$ cat src/rtl/i2c_target_pkg.sv
// Shared constants for the I2C target: one-hot FSM states and byte/bit geometry.
package i2c_target_pkg;

   // One-hot state encoding, one bit per state
   typedef enum logic [7:0] {
      IDLE     = 8'b0000_0001,
      ADDR     = 8'b0000_0010,
      ADDR_ACK = 8'b0000_0100,
      WR_BYTE  = 8'b0000_1000,
      WR_ACK   = 8'b0001_0000,
      RD_BYTE  = 8'b0010_0000,
      RD_ACK   = 8'b0100_0000,
      IGNORE   = 8'b1000_0000
   } state_t;

   localparam int         BYTE_BITS = 8;
   localparam logic [2:0] LAST_BIT  = 3'(BYTE_BITS - 1);  // bit counter value on the 8th bit
   localparam int         RW_IDX    = 0;                  // R/W flag position in the address byte

endpackage

$ cat src/rtl/i2c_line_filter.sv
// Synchroniser plus stability filter for one raw bus line, with registered edge strobes.
// Fixed latency: 2 sync stages + FILT_LEN stable samples.
module i2c_line_filter #(
   parameter int FILT_LEN = 3
) (
   input  logic clk,
   input  logic rst,
   input  logic raw,
   output logic level,
   output logic rise,
   output logic fall
);

   localparam int            CW   = $clog2(FILT_LEN + 1);
   localparam logic [CW-1:0] CMAX = CW'(FILT_LEN - 1);

   logic [1:0]    sync;
   logic [CW-1:0] cnt;

   // Two-stage synchroniser; idle bus level is high
   always_ff @(posedge clk) begin
      if (rst) sync <= 2'b11;
      else     sync <= {sync[0], raw};
   end

   // Accept a new level only after FILT_LEN consecutive disagreeing samples
   always_ff @(posedge clk) begin
      if (rst) begin
         level <= 1'b1;
         cnt   <= '0;
         rise  <= 1'b0;
         fall  <= 1'b0;
      end else begin
         rise <= 1'b0;
         fall <= 1'b0;
         if (sync[1] == level) begin
            cnt <= '0;
         end else if (cnt == CMAX) begin
            level <= sync[1];
            cnt   <= '0;
            rise  <= sync[1];
            fall  <= ~sync[1];
         end else begin
            cnt <= cnt + 1'b1;
         end
      end
   end

endmodule

$ cat src/rtl/i2c_target.sv
// I2C target endpoint, 7-bit address, byte handshake to host logic, no clock stretching.
module i2c_target
   import i2c_target_pkg::*;
#(
   parameter int FILT_LEN = 3,
   parameter int SDA_HOLD = 4
) (
   input  logic       clk,
   input  logic       rst,
   input  logic       sclIn,
   input  logic       sdaIn,
   output logic       sdaOut,
   input  logic [6:0] addr,
   output logic       busy,
   output logic       startDet,
   output logic       stopDet,
   output logic [7:0] rxData,
   output logic       rxValid,
   output logic       rxFirst,
   output logic       txReq,
   input  logic [7:0] txData
);

   localparam int HW = $clog2(SDA_HOLD + 1);

   logic          scl, scl_rise, scl_fall;
   logic          sda, sda_rise, sda_fall;
   state_t        state;
   logic [2:0]    bit_cnt;
   logic [7:0]    sh, tx_sh, rx_next;
   logic          rw, ack_ph, first, tx_load, drive_val, addr_hit, start_c, stop_c;
   logic [HW-1:0] hold_cnt;

   i2c_line_filter #(.FILT_LEN(FILT_LEN)) u_scl (
      .clk(clk), .rst(rst), .raw(sclIn), .level(scl), .rise(scl_rise), .fall(scl_fall));
   i2c_line_filter #(.FILT_LEN(FILT_LEN)) u_sda (
      .clk(clk), .rst(rst), .raw(sdaIn), .level(sda), .rise(sda_rise), .fall(sda_fall));

   assign start_c  = sda_fall & scl;
   assign stop_c   = sda_rise & scl;
   assign rx_next  = {sh[6:0], sda};
   // general call (all-zero address) is never acknowledged
   assign addr_hit = (rx_next[7:1] == addr) && (rx_next[7:1] != 7'd0);

   // Level SDA should take once the hold time after an SCL fall expires
   always_comb begin
      drive_val = 1'b1;
      case (state)
         ADDR_ACK, WR_ACK: drive_val = ~ack_ph;
         RD_BYTE:          drive_val = tx_sh[~bit_cnt];
         default:          drive_val = 1'b1;
      endcase
   end

   // Protocol FSM; START/STOP override every state and any coincident data edge
   always_ff @(posedge clk) begin
      if (rst) begin
         state    <= IDLE;
         bit_cnt  <= '0;
         sh       <= '0;
         tx_sh    <= '0;
         rw       <= 1'b0;
         ack_ph   <= 1'b0;
         first    <= 1'b0;
         tx_load  <= 1'b0;
         hold_cnt <= '0;
         sdaOut   <= 1'b1;
         busy     <= 1'b0;
         startDet <= 1'b0;
         stopDet  <= 1'b0;
         rxData   <= '0;
         rxValid  <= 1'b0;
         rxFirst  <= 1'b0;
         txReq    <= 1'b0;
      end else begin
         startDet <= 1'b0;
         stopDet  <= 1'b0;
         rxValid  <= 1'b0;
         txReq    <= 1'b0;
         // host answers txReq one cycle later
         tx_load  <= txReq;
         if (tx_load) tx_sh <= txData;
         if (hold_cnt != '0) hold_cnt <= hold_cnt - 1'b1;
         if (hold_cnt == HW'(1)) sdaOut <= drive_val;

         if (start_c) begin
            state    <= ADDR;
            bit_cnt  <= '0;
            ack_ph   <= 1'b0;
            busy     <= 1'b0;
            startDet <= 1'b1;
            sdaOut   <= 1'b1;
            hold_cnt <= '0;
         end else if (stop_c) begin
            state    <= IDLE;
            bit_cnt  <= '0;
            ack_ph   <= 1'b0;
            busy     <= 1'b0;
            stopDet  <= 1'b1;
            sdaOut   <= 1'b1;
            hold_cnt <= '0;
         end else begin
            if (scl_fall) hold_cnt <= HW'(SDA_HOLD);
            case (state)
               ADDR: if (scl_rise) begin
                  sh      <= rx_next;
                  bit_cnt <= bit_cnt + 1'b1;
                  if (bit_cnt == LAST_BIT) begin
                     if (addr_hit) begin
                        state  <= ADDR_ACK;
                        rw     <= rx_next[RW_IDX];
                        busy   <= 1'b1;
                        first  <= 1'b1;
                        ack_ph <= 1'b0;
                     end else begin
                        state  <= IGNORE;
                     end
                  end
               end
               // first fall starts the ACK drive, second fall ends the ACK clock
               ADDR_ACK: if (scl_fall) begin
                  if (!ack_ph) begin
                     ack_ph <= 1'b1;
                     if (rw) txReq <= 1'b1;
                  end else begin
                     ack_ph  <= 1'b0;
                     bit_cnt <= '0;
                     state   <= rw ? RD_BYTE : WR_BYTE;
                  end
               end
               WR_BYTE: if (scl_rise) begin
                  sh      <= rx_next;
                  bit_cnt <= bit_cnt + 1'b1;
                  if (bit_cnt == LAST_BIT) begin
                     rxData  <= rx_next;
                     rxValid <= 1'b1;
                     rxFirst <= first;
                     first   <= 1'b0;
                     ack_ph  <= 1'b0;
                     state   <= WR_ACK;
                  end
               end
               WR_ACK: if (scl_fall) begin
                  if (!ack_ph) begin
                     ack_ph <= 1'b1;
                  end else begin
                     ack_ph  <= 1'b0;
                     bit_cnt <= '0;
                     state   <= WR_BYTE;
                  end
               end
               RD_BYTE: if (scl_fall) begin
                  if (bit_cnt == LAST_BIT) begin
                     bit_cnt <= '0;
                     state   <= RD_ACK;
                  end else begin
                     bit_cnt <= bit_cnt + 1'b1;
                  end
               end
               // master NACK ends the read; ACK fetches the next byte
               RD_ACK: begin
                  if (scl_rise && sda) begin
                     busy  <= 1'b0;
                     state <= IGNORE;
                  end else if (scl_fall) begin
                     txReq   <= 1'b1;
                     bit_cnt <= '0;
                     state   <= RD_BYTE;
                  end
               end
               default: ;
            endcase
         end
      end
   end

endmodule

$ cat config.mk
export PLATFORM = sky130hd
export DESIGN_NAME = i2c_target
export DESIGN_NICKNAME = d
export VERILOG_FILES = /design/src/rtl/i2c_target_pkg.sv /design/src/rtl/i2c_line_filter.sv /design/src/rtl/i2c_target.sv
export SDC_FILE = /design/constraint.sdc
export NUM_CORES = 1
export LEC_CHECK = 0
export BUFFER_PORTS_ARGS = -buffer_cell sky130_fd_sc_hd__buf_2
export CORE_UTILIZATION = 54
export DETAILED_ROUTE_END_ITERATION = 6
export PLACE_DENSITY = 0.85
export SYNTH_ARGS = -nofsm -noshare
export SYNTH_HDL_FRONTEND = slang
export SYNTH_SLANG_ARGS = --single-unit
$ cat constraint.sdc
create_clock -name clk -period 3.49 [get_ports clk]
set_input_delay 0 -clock clk [delete_from_list [all_inputs] [get_ports clk]]
set_output_delay 0 -clock clk [all_outputs]
set_load 0.05 [all_outputs]
* Yosys cells after proc, flatten, opt, wreduce, memory -nomap -nowiden
Index checks and enable logic that the tools add are counted.
Cells by class: reduce and logical (&&, ||, !) cells 32, add/subtract/negate cells 4, equal/unequal tests 42, order comparisons 1, multiplexer cells 53, bitwise gates (word level) 14
Operator list (count):
- 2-to-1 mux 8 bit | 13
- case mux 8 bit (6 select lines) | 1
- 2-to-1 mux 3 bit | 9
- AND reduction 12 bit | 2
- 2-to-1 mux 1 bit | 20
- != test 4 x 3 -> 1 bit, second input constant | 5
- != test 4 bit, second input constant | 5
- != test 2 x 1 -> 1 bit, second input constant | 9
- != test 2 bit, second input constant | 8
- OR reduction 3 bit | 5
- AND reduction 7 bit | 2
- case mux 3 bit (4 select lines) | 1
- inverter 1 bit | 11
- AND reduction 5 bit | 2
- equality test 8 x 2 -> 1 bit, second input constant | 1
- equality test 8 x 3 -> 1 bit, second input constant | 1
- equality test 8 x 4 -> 1 bit, second input constant | 1
- equality test 8 x 5 -> 1 bit, second input constant | 1
- equality test 8 x 6 -> 1 bit, second input constant | 1
- equality test 8 x 7 -> 1 bit, second input constant | 1
- case mux 1 bit (2 select lines) | 4
- AND reduction 8 bit | 1
- nonzero test 8 bit | 1
- equality test 7 bit | 1
- 28 further kinds | 40
Storage, ports and cells: bits of input ports 19, register bits after elaboration 62, output and inout port bits 15

* Depth between registers and ports, before layout
word-level depth 8, mapped depth 8

* Cells and area by module
From an unflattened synthesis, not the netlist that was laid out.
Unflattened totals: cells, all modules 313, area, all modules 2876.5 µm²
Modules (own cells, without submodules):
- i2c_target | times used 1, cells an instance 277, sequential area each 960.9 µm², area each 2413.6 µm²
- i2c_line_filter | times used 2, cells an instance 18, sequential area each 140.1 µm², area each 231.5 µm²

* Worst setup path before layout
OpenSTA, ideal clock, no wires.
kind flip-flop to flip-flop, from reg bit_cnt[1], to reg state[5], data arrival time 1.776 ns, setup slack 1.584 ns, stages on the path, launching flop included 9, buffers on the path 1, data required time 3.360 ns, setup time 0.130 ns, cell sequence dfxtp_1 > ha_1 > ha_1 > and2_1 > o221ai_1 > a2111oi_4 > buf_6 > and3_1 > nor3_2
On the way: cells in the longest elaborated chain, start to end 3, elaborated cells on any way between the ends 5, classes of those cells eq/ne: 4; reduce/logical: 1
Ends and longest elaborated chain:
- start, declared | line i2c_target.sv:29 | logic [2:0] bit_cnt;
- start signal, assigned | line i2c_target.sv:107 | bit_cnt <= bit_cnt + 1'b1;
- start signal, assigned | line i2c_target.sv:133 | bit_cnt <= bit_cnt + 1'b1;
- start signal, assigned | line i2c_target.sv:157 | bit_cnt <= bit_cnt + 1'b1;
- equality test 3 bit * | line i2c_target.sv:108, i2c_target.sv:134, i2c_target.sv:153
- != test 2 bit (no line)
- AND reduction 12 bit (no line) *
- end signal, assigned | line i2c_target.sv:128 | state <= rw ? RD_BYTE : WR_BYTE;
- end, declared | line i2c_target.sv:28 | state_t state;
Mark *: on every way between the ends. The rest lies on a longest branch, timed or not. A chain may end at the register's enable or synchronous reset.

* Final worst setup path
from reg state[1], to reg state[6]
On the way: cells in the longest elaborated chain, start to end 3, elaborated cells on any way between the ends 20, classes of those cells eq/ne: 17; mux: 1; reduce/logical: 2
Ends and longest elaborated chain:
- equality test 8 x 7 -> 1 bit (tied with other cells) | line i2c_target.sv:104 | case (state)
- nonzero test 6 bit (no line) (tied with other cells)
- AND reduction 12 bit (no line)
Several ways; a longest one is shown, not always the timed one.

==> reports/summary.log <==
INFO  global_route   track_usage=24.6%
INFO  synth          post_synthesis_async_set_or_reset_flop_share=0%
INFO  timing         final_min_period_over_clock_period=71.8%
INFO  routing        routed_wire_length_per_instance=15.1um
INFO  layout         final_core_util=65.1%
INFO  critical_path  timing.critical_path.arrival=2.78ns
INFO  clock_tree     clock_sink_count=62
INFO  timing         achievable-frequency=399MHz
INFO  flow_run       cap_violations=0
INFO  layout         fillCellCount=446
INFO  clock_tree     htree_levels=3
INFO  synth          synth_warnings=0
INFO  synth          yosys_register_bits=62
INFO  timing         timing.slew.headroom=44.8%
INFO  timing         hold_viol_final=0
INFO  synth          ys.flop_type=sky130_fd_sc_hd__dfxtp_1
INFO  critical_path  crit_buf_inv=0
INFO  floorplan      design.core.area=5140um2
INFO  critical_path  crit_path_max_incr_delay=0.63ns
INFO  clock_tree     post-cts-setup-buffers=0
INFO  power_and_ir_drop power_density=444nW/um2
INFO  place          dpl.cell_count=385
INFO  floorplan      i_o_pins=34
INFO  global_route   globalRouteOverflowTotal=0
INFO  place          pre_cts_slack=1.06ns
INFO  critical_path  crit_path_end=state[6]$_SDFFE_PP0P_
INFO  clock_tree     clk_path_buf_depth=2
INFO  clock_tree     clock_latency=0.34ns
INFO  layout         final_cell_area=3350um2
INFO  clock_tree     post_cts.resized_instances=0
INFO  routing        number_of_vias_per_cell=5.61
INFO  timing         timing.final.max_slew_violations=0
INFO  global_route   grt_pass1_vias=2153
INFO  floorplan      die_h=75.1um
INFO  critical_path  cp.depth=6
INFO  critical_path  worst-setup-path-type=register to register
INFO  power_and_ir_drop power.static_leakage=1.22nW
INFO  synth          mappedNetlistNets=324
INFO  synth          synth.avg_cell_area=9.68um2
INFO  timing         rsz0062_at_grt=no
INFO  routing        drt_iter0_markers=250
INFO  timing         tightestPinTransition=0.823ns
INFO  outcome        run_status=finished clean
INFO  timing         finish_stage_setup_viols=0
INFO  place          post-dp-hpwl=4.16mm
INFO  place          gp_congestion=0.890
INFO  global_route   grt_max_degree=46
INFO  timing         fin_tns_setup=0ns
INFO  synth          share_of_synthesized_area_occupied_by_flip_flops_and_latches=43.0%
INFO  floorplan      initial_utilization=56.1%
INFO  critical_path  required=3.77ns
INFO  routing        vias=2289
INFO  routing        highest-signal-layer=met4
INFO  floorplan      die_area=5640um2
INFO  global_route   grt_pass1_wl=10.2mm
INFO  routing        post-route-drc-count=0
INFO  critical_path  path_delay_family=compound AO/OA/AOI/OAI gates
INFO  routing        detailroute.wirelength.met2=2.91mm
INFO  critical_path  worstRegToRegCells=6
INFO  layout         final-instance-count-excl-fill=408
INFO  synth          synthesis.area=2890um2
INFO  synth          count_of_flip_flops_with_a_built_in_enable_after_synthesis=0
INFO  layout         num-nets-final=362
INFO  timing         hold-worst-slack=0.161ns
INFO  clock_tree     cts_tree=yes
INFO  critical_path  timing.critical_path.cells=nor2b_1 -> o211ai_2 -> o221ai_1 -> a2111oi_4 -> mux2_1 -> nor2_1
INFO  floorplan      overall_die_width=75.1um
INFO  critical_path  regToRegEndpoint=state[6]$_SDFFE_PP0P_
INFO  routing        route.layer.met1.wl=2.83mm
INFO  layout         layout-drive-gt1-share=20.4%
INFO  place          io_buffers=33
INFO  critical_path  cp_slowest_cell=sky130_fd_sc_hd__a2111oi_4
INFO  worst_hold_path holdCritPathClass=input port to register
INFO  clock_tree     clkTransAtPathRegs=0.07ns
INFO  floorplan      rows=26
INFO  critical_path  worstReg2RegStart=state[1]$_SDFFE_PP0P_
INFO  critical_path  worst-path-max-fanout=12
INFO  routing        finalWirelength=6.16mm
INFO  critical_path  setup.worst_path.end_class=register
INFO  clock_tree     hold_fix_buffers_cts=10
INFO  synth          synthCells=298
INFO  place          postPlaceCellArea=3050um2
INFO  layout         area_added_between_synthesis_and_finish=16.0%
INFO  routing        routed-wl-met3=314um
INFO  power_and_ir_drop p_total=1.49mW
INFO  worst_hold_path hold_depth=5
INFO  layout         antennaDiodeCount=0
INFO  power_and_ir_drop worst_ir_drop_vdd=0.333mV
INFO  routing        dr.pass1.iters=4
INFO  clock_tree     clock_tree.root_cell=sky130_fd_sc_hd__clkbuf_8
INFO  timing         postLayoutSetupSlackWorst=0.986ns
INFO  global_route   grt_antenna_before_repair=0
INFO  critical_path  regToRegSetupSlack=0.99ns
INFO  critical_path  worst_setup_path_startpoint=state[1]$_SDFFE_PP0P_
INFO  synth          synthDistinctLibCells=57
INFO  critical_path  critical_path.startpoint_type=register
INFO  clock_tree     cts_buffers=9
INFO  timing         min_period=2.50ns
INFO  routing        postRouteAntennaNets=0
INFO  timing         final.setup_skew=0.0103ns
## routing by layer
layer  vias up  track usage [%]
li1       1136                -
met1      1078             31.4
met2        64             39.2
met3        11             6.56
met4         0             11.1
met5         -                0
## where the power goes
part	total, mW	internal [mW]	switching [mW]
logic	0.117	0.0590	0.0582
registers	0.739	0.726	0.0129
clock network	0.630	0.376	0.254
total	1.49	1.16	0.325
## sequential cells by signal (all words and copies together) (netlist names), 2 cells and up
name	count
u_scl.cnt	2
u_sda.cnt	2
u_scl.sync	2
tx_sh	8
bit_cnt	3
sh	7
hold_cnt	3
u_sda.sync	2
rxData	8
state	8
## cell type report
class / instances / area (um2) / area share (%)
well taps: 70 / 87.6 / 2.62
flip-flops and latches: 62 / 1240 / 37.1
multi-input cells: 213 / 1530 / 45.8
clock buffers: 12 / 165 / 4.93
clock inverters: 1 / 30.0 / 0.897
inverters: 7 / 26.3 / 0.785
repair buffers: 43 / 265 / 7.92
## worst min path at each step
stage | start | endpoint | slack [ns]
detailed placement | sclIn | u_scl.sync[0]$_SDFF_PP1_ | 0.19
finish | addr[6] | state[2]$_SDFFE_PP0P_ | 0.16
floorplan | sclIn | u_scl.sync[0]$_SDFF_PP1_ | 0.10
CTS | addr[6] | state[2]$_SDFFE_PP0P_ | 0.16
global route | addr[6] | state[2]$_SDFFE_PP0P_ | 0.17
global placement | sclIn | u_scl.sync[0]$_SDFF_PP1_ | 0.19
## Yosys cell counts, types with 6 or more instances
library cell / number / share of area, %
sky130_fd_sc_hd__xnor2_1: 7 / 2.1
sky130_fd_sc_hd__inv_1: 7 / 0.91
sky130_fd_sc_hd__clkbuf_1: 10 / 1.3
sky130_fd_sc_hd__nand3_1: 10 / 1.7
sky130_fd_sc_hd__nor2b_1: 10 / 2.2
sky130_fd_sc_hd__o21ai_1: 13 / 2.3
sky130_fd_sc_hd__nor2_1: 35 / 4.6
sky130_fd_sc_hd__mux2i_1: 20 / 6.9
sky130_fd_sc_hd__a21oi_1: 14 / 2.4
sky130_fd_sc_hd__nand4_1: 6 / 1.3
sky130_fd_sc_hd__nand2_1: 19 / 2.5
sky130_fd_sc_hd__dfxtp_1: 62 / 43
sky130_fd_sc_hd__ha_1: 7 / 3.0
## placed cells by master, fill, tap and decap left out, drive strengths merged, types with 5 or more instances in the layout
| cell type | count |
|---|---|
| a21oi | 14 |
| buf | 33 |
| clkbuf | 12 |
| dfxtp | 62 |
| dlygate4sd3 | 10 |
| ha | 7 |
| inv | 7 |
| mux2i | 20 |
| nand2 | 19 |
| nand2b | 5 |
| nand3 | 10 |
| nand4 | 6 |
| nor2 | 36 |
| nor2b | 10 |
| nor4bb | 5 |
| o21ai | 16 |
| or2 | 5 |
| xnor2 | 7 |
## worst min-delay path, stage by stage
cell and delay (ns):
sky130_fd_sc_hd__buf_2 0.10, sky130_fd_sc_hd__nand2_1 0.10, sky130_fd_sc_hd__a2111oi_4 0.11, sky130_fd_sc_hd__nand4_1 0.07
sky130_fd_sc_hd__a21oi_1 0.07
## kinds of logic after synthesis
logic type | share of synthesized area (%)
simple gates | 24.8
mux | 9.28
compound gates | 12.7
buf+inv | 3.86
flops | 43.0
xor+xnor | 3.30
fa+ha+maj | 3.04
Note: power is estimated with default switching activity, not from simulation.
